[src/rtl/one_hot_mux_pipe.sv]
// One-hot selected N:1 mux with valid/ready flow control, an elastic
// output pipeline and one-hot violation reporting.
module one_hot_mux_pipe #(
   parameter int WIDTH         = 32,
   parameter int CNT           = 5,
   parameter int STAGES        = 1,
   parameter int ONE_HOT_CHECK = 1,
   parameter int ERR_CNT_W     = 8
) (
   input  logic                 clk,
   input  logic                 rst,
   input  logic [WIDTH*CNT-1:0] din,
   input  logic [CNT-1:0]       din_vld,
   output logic [CNT-1:0]       din_rdy,
   input  logic [CNT-1:0]       sel,
   output logic [WIDTH-1:0]     dout,
   output logic                 dout_vld,
   input  logic                 dout_rdy,
   output logic                 err,
   output logic                 err_sticky,
   output logic [ERR_CNT_W-1:0] err_cnt,
   input  logic                 err_clr
);

   logic             none;
   logic             multi;
   logic             all_vld;
   logic             go;
   logic             accept;
   logic             xfer;
   logic             viol;
   logic [WIDTH-1:0] mux;

   logic [STAGES-1:0] vld;
   logic [STAGES-1:0] load;
   logic [STAGES-1:0] in_vld;
   logic [WIDTH-1:0]  dat    [STAGES];
   logic [WIDTH-1:0]  in_dat [STAGES];

   assign none    = (sel == '0);
   assign multi   = |(sel & (sel - CNT'(1)));
   assign all_vld = &(din_vld | ~sel);

   // legacy mode lets a multi-hot select through once every selected
   // channel is valid; checked mode blocks it outright
   assign go      = ~multi | ((ONE_HOT_CHECK == 0) & all_vld);
   assign accept  = load[0];
   assign din_rdy = sel & {CNT{accept & go & ~rst}};
   assign xfer    = accept & go & all_vld & ~none & ~rst;
   assign viol    = multi & (ONE_HOT_CHECK != 0);

   always_comb begin
      mux = '0;
      for (int c = 0; c < CNT; c++)
         mux = mux | (din[c*WIDTH +: WIDTH] & {WIDTH{sel[c]}});
   end

   // a stage may load when any stage from it to the output has room,
   // or the output is being drained this cycle
   for (genvar g = 0; g < STAGES; g++) begin : g_stage
      assign load[g] = dout_rdy | ~(&vld[STAGES-1:g]);
      if (g == 0) begin : g_head
         assign in_vld[g] = xfer;
         assign in_dat[g] = mux;
      end else begin : g_body
         assign in_vld[g] = vld[g-1];
         assign in_dat[g] = dat[g-1];
      end
   end

   always_ff @(posedge clk) begin
      if (rst) begin
         vld <= '0;
         for (int i = 0; i < STAGES; i++)
            dat[i] <= '0;
      end else begin
         for (int i = 0; i < STAGES; i++) begin
            if (load[i]) begin
               vld[i] <= in_vld[i];
               if (in_vld[i])
                  dat[i] <= in_dat[i];
            end
         end
      end
   end

   assign dout     = dat[STAGES-1];
   assign dout_vld = vld[STAGES-1];

   always_ff @(posedge clk) begin
      if (rst) begin
         err        <= 1'b0;
         err_sticky <= 1'b0;
         err_cnt    <= '0;
      end else begin
         err <= viol;
         if (err_clr) begin
            err_sticky <= 1'b0;
            err_cnt    <= '0;
         end else if (viol) begin
            err_sticky <= 1'b1;
            if (~&err_cnt)
               err_cnt <= err_cnt + ERR_CNT_W'(1);
         end
      end
   end

endmodule
[config.mk]
export PLATFORM = sky130hd
export DESIGN_NAME = one_hot_mux_pipe
export DESIGN_NICKNAME = d
export VERILOG_FILES = /design/src/rtl/one_hot_mux_pipe.sv
export SDC_FILE = /design/constraint.sdc
export NUM_CORES = 1
export LEC_CHECK = 0
export ABC_AREA = 1
export CAP_MARGIN = 5
export CORE_UTILIZATION = 36
export CTS_CLUSTER_DIAMETER = 60
export CTS_CLUSTER_SIZE = 16
export DETAILED_ROUTE_END_ITERATION = 8
export GPL_ROUTABILITY_DRIVEN = 1
export PLACE_DENSITY = 0.86
export SYNTH_ARGS = -nofsm -noshare
export SYNTH_HDL_FRONTEND = slang
export SYNTH_SLANG_ARGS = --single-unit
export TNS_END_PERCENT = 100
[constraint.sdc]
create_clock -name clk -period 4.2 [get_ports clk]
set_input_delay 0.63 -clock clk [delete_from_list [all_inputs] [get_ports clk]]
set_output_delay 0.63 -clock clk [all_outputs]
set_load 0.03 [all_outputs]
== After elaboration in Yosys (flattened, before gate mapping) ==
Memories as Yosys holds them, arrays and structs flattened.
Index checks and enable logic that the tools add are counted.
Widths: inputs -> output; s select.

* Register bits after elaboration: 11
* RAM bits: 32
* Output and inout port bits: 48
* Memories: 1

* Add/sub/neg operators: 2
* Multiplexer cells: 8
* Bitwise gates (word level): 24
* Reductions and logical operators: 7

{| class="wikitable"
|+ Memories
! name !! depth !! width !! rd ports !! clocked after memory_dff !! write ports !! RTL line !! RTL
|-
| dat || 1 || 32 || 1 || 0 || 1 || 37 || <nowiki>logic [WIDTH-1:0] dat [STAGES];</nowiki>
|}

{| class="wikitable"
|+ Operator list
! cell !! number
|-
| $and 32x32->32 || 5
|-
| $or 32x32->32 || 4
|-
| $mux 32 || 1
|-
| $reduce_or 32->1 || 1
|-
| $and 5x5->5 || 2
|-
| $add 8x1->8 const B || 1
|-
| $reduce_and 8->1 || 1
|-
| $mux 1 || 7
|-
| $and 1x1->1 || 5
|-
| $logic_not 5->1 || 1
|-
| $not 1->1 || 5
|-
| $not 5->5 || 1
|-
| $or 5x5->5 || 1
|-
| $reduce_and 5->1 || 1
|-
| $reduce_or 5->1 || 1
|-
| $sub 5x1->5 const B || 1
|-
| $reduce_and 2->1 || 1
|-
| $reduce_or 2->1 || 1
|-
| $or 1x1->1 || 1
|}

== Logic depth before layout (Yosys ltp) ==
Gate-level depths: netlist (run 1).

* Depth after elaboration: 14
* Gate-level depth with buffers: 9
* Depth with buffers taken out: 8

== Worst setup path after synthesis (run 1) ==
Ideal clock, no wire load.

* Path type: input to output
* Start point: in sel[3]
* End point: out din_rdy[4]
* Data arrival time: 1602 ps
* Path slack: 1968 ps
* Stages on the path: 9
* Path through: buf_4 > nor2_4 > nand2_1 > nand2_2 > nand2_1 > buf_2 > inv_1 > nand3_1 > inv_1

* Word-level cells in the longest chain between the ends: 7

{| class="wikitable"
|+ Ends and longest elaborated chain
! element !! RTL line !! RTL
|-
| from (decl) || 15 || <nowiki>input logic [CNT-1:0] sel,</nowiki>
|-
| $sub 5x1->5 || 41 || <nowiki>assign multi = |(sel & (sel - CNT'(1)));</nowiki>
|-
| $and 5x5->5 * || 41 ||
|-
| $reduce_or 5->1 * || 41 ||
|-
| $not 1->1 * || 46 || <nowiki>assign go = ~multi | ((ONE_HOT_CHECK == 0) & all_vld);</nowiki>
|-
| $and 1x1->1 * (2 in a row) || 48 || <nowiki>assign din_rdy = sel & {CNT{accept & go & ~rst}};</nowiki>
|-
| $and 5x5->5 * || 48 ||
|-
| to (decl) || 14 || <nowiki>output logic [CNT-1:0] din_rdy,</nowiki>
|}

Every way passes the cells marked *; elsewhere a longest branch is shown, timed or not.

== Worst setup path after layout (run 1) ==
Ends and elaborated chain as after synthesis.

==> impl_metrics.py, run 1 <==
metrics = {
    "status": {
        "outcome": "completed",
    },
    "clock_tree": {
        "path_clk_slew_ns": 0.08,
        "worstSkewPairLatency_ns": 0.29,
        "cts_setup_buffers": 0,
        "cts.hold.buffers_added": 0,
        "cts_resized": 0,
        "clk_path_buf_depth": 2,
        "cts_buffers": 5,
        "numClockSinks": 43,
        "clock-root-buffer": "clkbuf_8",
        "h-tree-depth": 2,
        "cts_tree": "built",
    },
    "finish": {
        "nets": 754,
        "layout.cells.non_filler": 679,
        "drive_gt1_share_pct": 9.14,
        "n_fill_cell": 592,
        "final_common_cell": "clkdlybuf4s50_1",
        "final_cell_area_sq_um": 5180,
        "synthToLayoutAreaGrowth_pct": 82.7,
        "mostFrequentLayoutCells": "clkdlybuf4s50_1, nand2_1, nand3_1, a221oi_1, edfxtp_1",
        "diodes": 0,
    },
    "worst_setup_path": {
        "worst-setup-path-type": "primary input to output pin",
        "worstPathMaxFanout": 13,
        "cp.required_ns": 3.57,
        "critPathCaptureType": "output pin",
        "cp_data_arrival_time_ns": 2.96,
        "cp-start-kind": "primary input",
        "r2r_slack_ns": 2.16,
    },
    "synthesis": {
        "ys_types": 23,
        "synth-seq-cells": 43,
        "seq_area_frac_synth_pct": 41.7,
        "yosysWarnings": 0,
        "syn_inst": 370,
        "synth_fp_nets": 545,
        "mappedNetlistArea_sq_um": 2840,
        "avgSynthCellArea_sq_um": 7.66,
    },
    "placed_design": {
        "place_area_sq_um": 5070,
        "port_buffers": 221,
        "dp.cells": 671,
        "dpl.hpwl_mm": 8.55,
        "gp_congestion": 0.993,
    },
    "global_routing": {
        "grt_pass1_vias": 3545,
        "antenna_found_initial": 0,
        "grt_max_degree": 36,
        "grt_pass1_wl_mm": 16.9,
        "gr-total-overflow": 0,
        "grtUsageTotal_pct": 26.1,
    },
    "sta": {
        "drv_slew": 0,
        "finClkSkew_ns": 0.00200,
        "hold_ws_ns": 0.486,
        "min_period_ns": 3.59,
        "maxSlewHeadroom_pct": 43.3,
        "rsz0062_at_grt": "no",
        "finalHoldViolCount": 0,
        "tns_ns": 0,
        "clock.fmax_ghz": 0.279,
        "setup_viol": 0,
        "min_period_over_period_pct": 85.5,
        "tightestPinTransition_ns": 0.849,
    },
    "routing": {
        "drt_iter0_drc": 208,
        "vias": 3437,
        "drtPass1Iterations": 5,
        "detail-route-antenna-nets": 0,
        "drc": 0,
        "wirelength_mm": 10.6,
        "wire_per_inst_um": 15.7,
        "post_drt_via_cell_ratio": 5.06,
    },
    "die": {
        "start_util_pct": 38.1,
        "die_x_um": 90.7,
        "core-area_sq_um": 7450,
        "num_rows": 31,
        "die_h_um": 90.7,
        "die_area_sq_um": 8230,
        "ios": 222,
    },
    "min_path": {
        "min_path_type": "flip-flop to flip-flop",
    },
    "pwr": {
        "p_per_area_nw_per_um2": 225,
        "p_leak_nw": 2.06,
        "ir_drop_mv": 0.190,
    },
    "job": {
        "cap_viol_max_count": 0,
    },
}
[cell families (layout without fill, tap and decap cells)]
group / count (synthesis) / in the layout / share of synthesized area (%)
fa+ha+maj: 1 / 1 / 0.441
buf+inv: 49 / 259 / 8.16
flops: 43 / 43 / 41.7
simple gates: 235 / 235 / 38.1
compound gates: 42 / 42 / 11.7
[report_power, final]
group / total, W / internal [W] / switching, W
Sequential: 0.000480 / 0.000474 / 0.00000603
Clock: 0.000304 / 0.000153 / 0.000151
Combinational: 0.000379 / 0.000214 / 0.000165
Total: 0.00116 / 0.000842 / 0.000322
[cells in the mapped netlist, drive strengths merged]
| library cell | instances | area [sq um] |
|---|---|---|
| o21ai | 3 | 15.0 |
| a221oi | 32 | 280 |
| buf | 9 | 81.3 |
| nand3 | 45 | 243 |
| nand4 | 2 | 12.5 |
| edfxtp | 32 | 961 |
| nand2 | 133 | 504 |
| inv | 25 | 93.8 |
| dfxtp | 11 | 220 |
| clkbuf | 15 | 56.3 |
| ha | 1 | 12.5 |
| a21oi | 7 | 35.0 |
| or2 | 1 | 6.26 |
| nand3b | 3 | 22.5 |
| nor2 | 51 | 292 |
[worst max-delay path, stage by stage]
cell and delay, ns:
clkdlybuf4s50_1 0.70, nor2_4 0.22, nand2_1 0.08, nand2_2 0.10, nand2_1 0.26, inv_1 0.16, nand3_1 0.08, inv_1 0.06
clkdlybuf4s50_1 0.66
[registers in the layout, indices dropped and copies added (netlist names)]
register / count
dat: 32
err: 1
err_cnt: 8
err_sticky: 1
dout_vld: 1
[final cells by class]
class / instances / area (sq um) / share of cell area (%)
Sequential cell: 43 / 1180 / 22.8
Multi-Input combinational cell: 278 / 1420 / 27.5
Timing Repair Buffer: 226 / 2250 / 43.4
Clock buffer: 6 / 93.8 / 1.81
Inverter: 25 / 93.8 / 1.81
Clock inverter: 2 / 13.8 / 0.266
Tap cell: 99 / 124 / 2.39
[stage by stage]
stage	util [%]	worst slack (ns)	total power [W]
4_1_cts	69.5	0.598	0.00117
3_3_place_gp	68.1	0.656	0.000861
2_1_floorplan	-	1.97	0.000641
5_1_grt	69.5	0.380	0.00121
6_report	69.5	0.610	0.00116
3_5_place_dp	68.1	0.598	0.000869
[final timing paths]
kind,start,end,cells past startpoint
hold / removal,err_sticky,err_sticky,2
setup / recovery,sel[3],din_rdy[4],9
hold reg to reg,err_sticky,err_sticky,2
setup reg to reg,dout_vld,dat[0][5],6
[metal layers]
metal	global-route usage [%]	up-vias	share of wire, %
met2	47.2	162	52
met1	29.4	1579	39
li1	-	1671	-
met5	0	-	0
met4	12.2	0	3.2
met3	4.97	25	5.9
Power figures use the tool's default switching activity.
==> inputs of run 2 (changes only) <==
Settings changed: SETUP_SLACK_MARGIN set to 0.2.
==> results of run 2 <==
No change in the layout: final DEF, timing and power equal those of run 1.
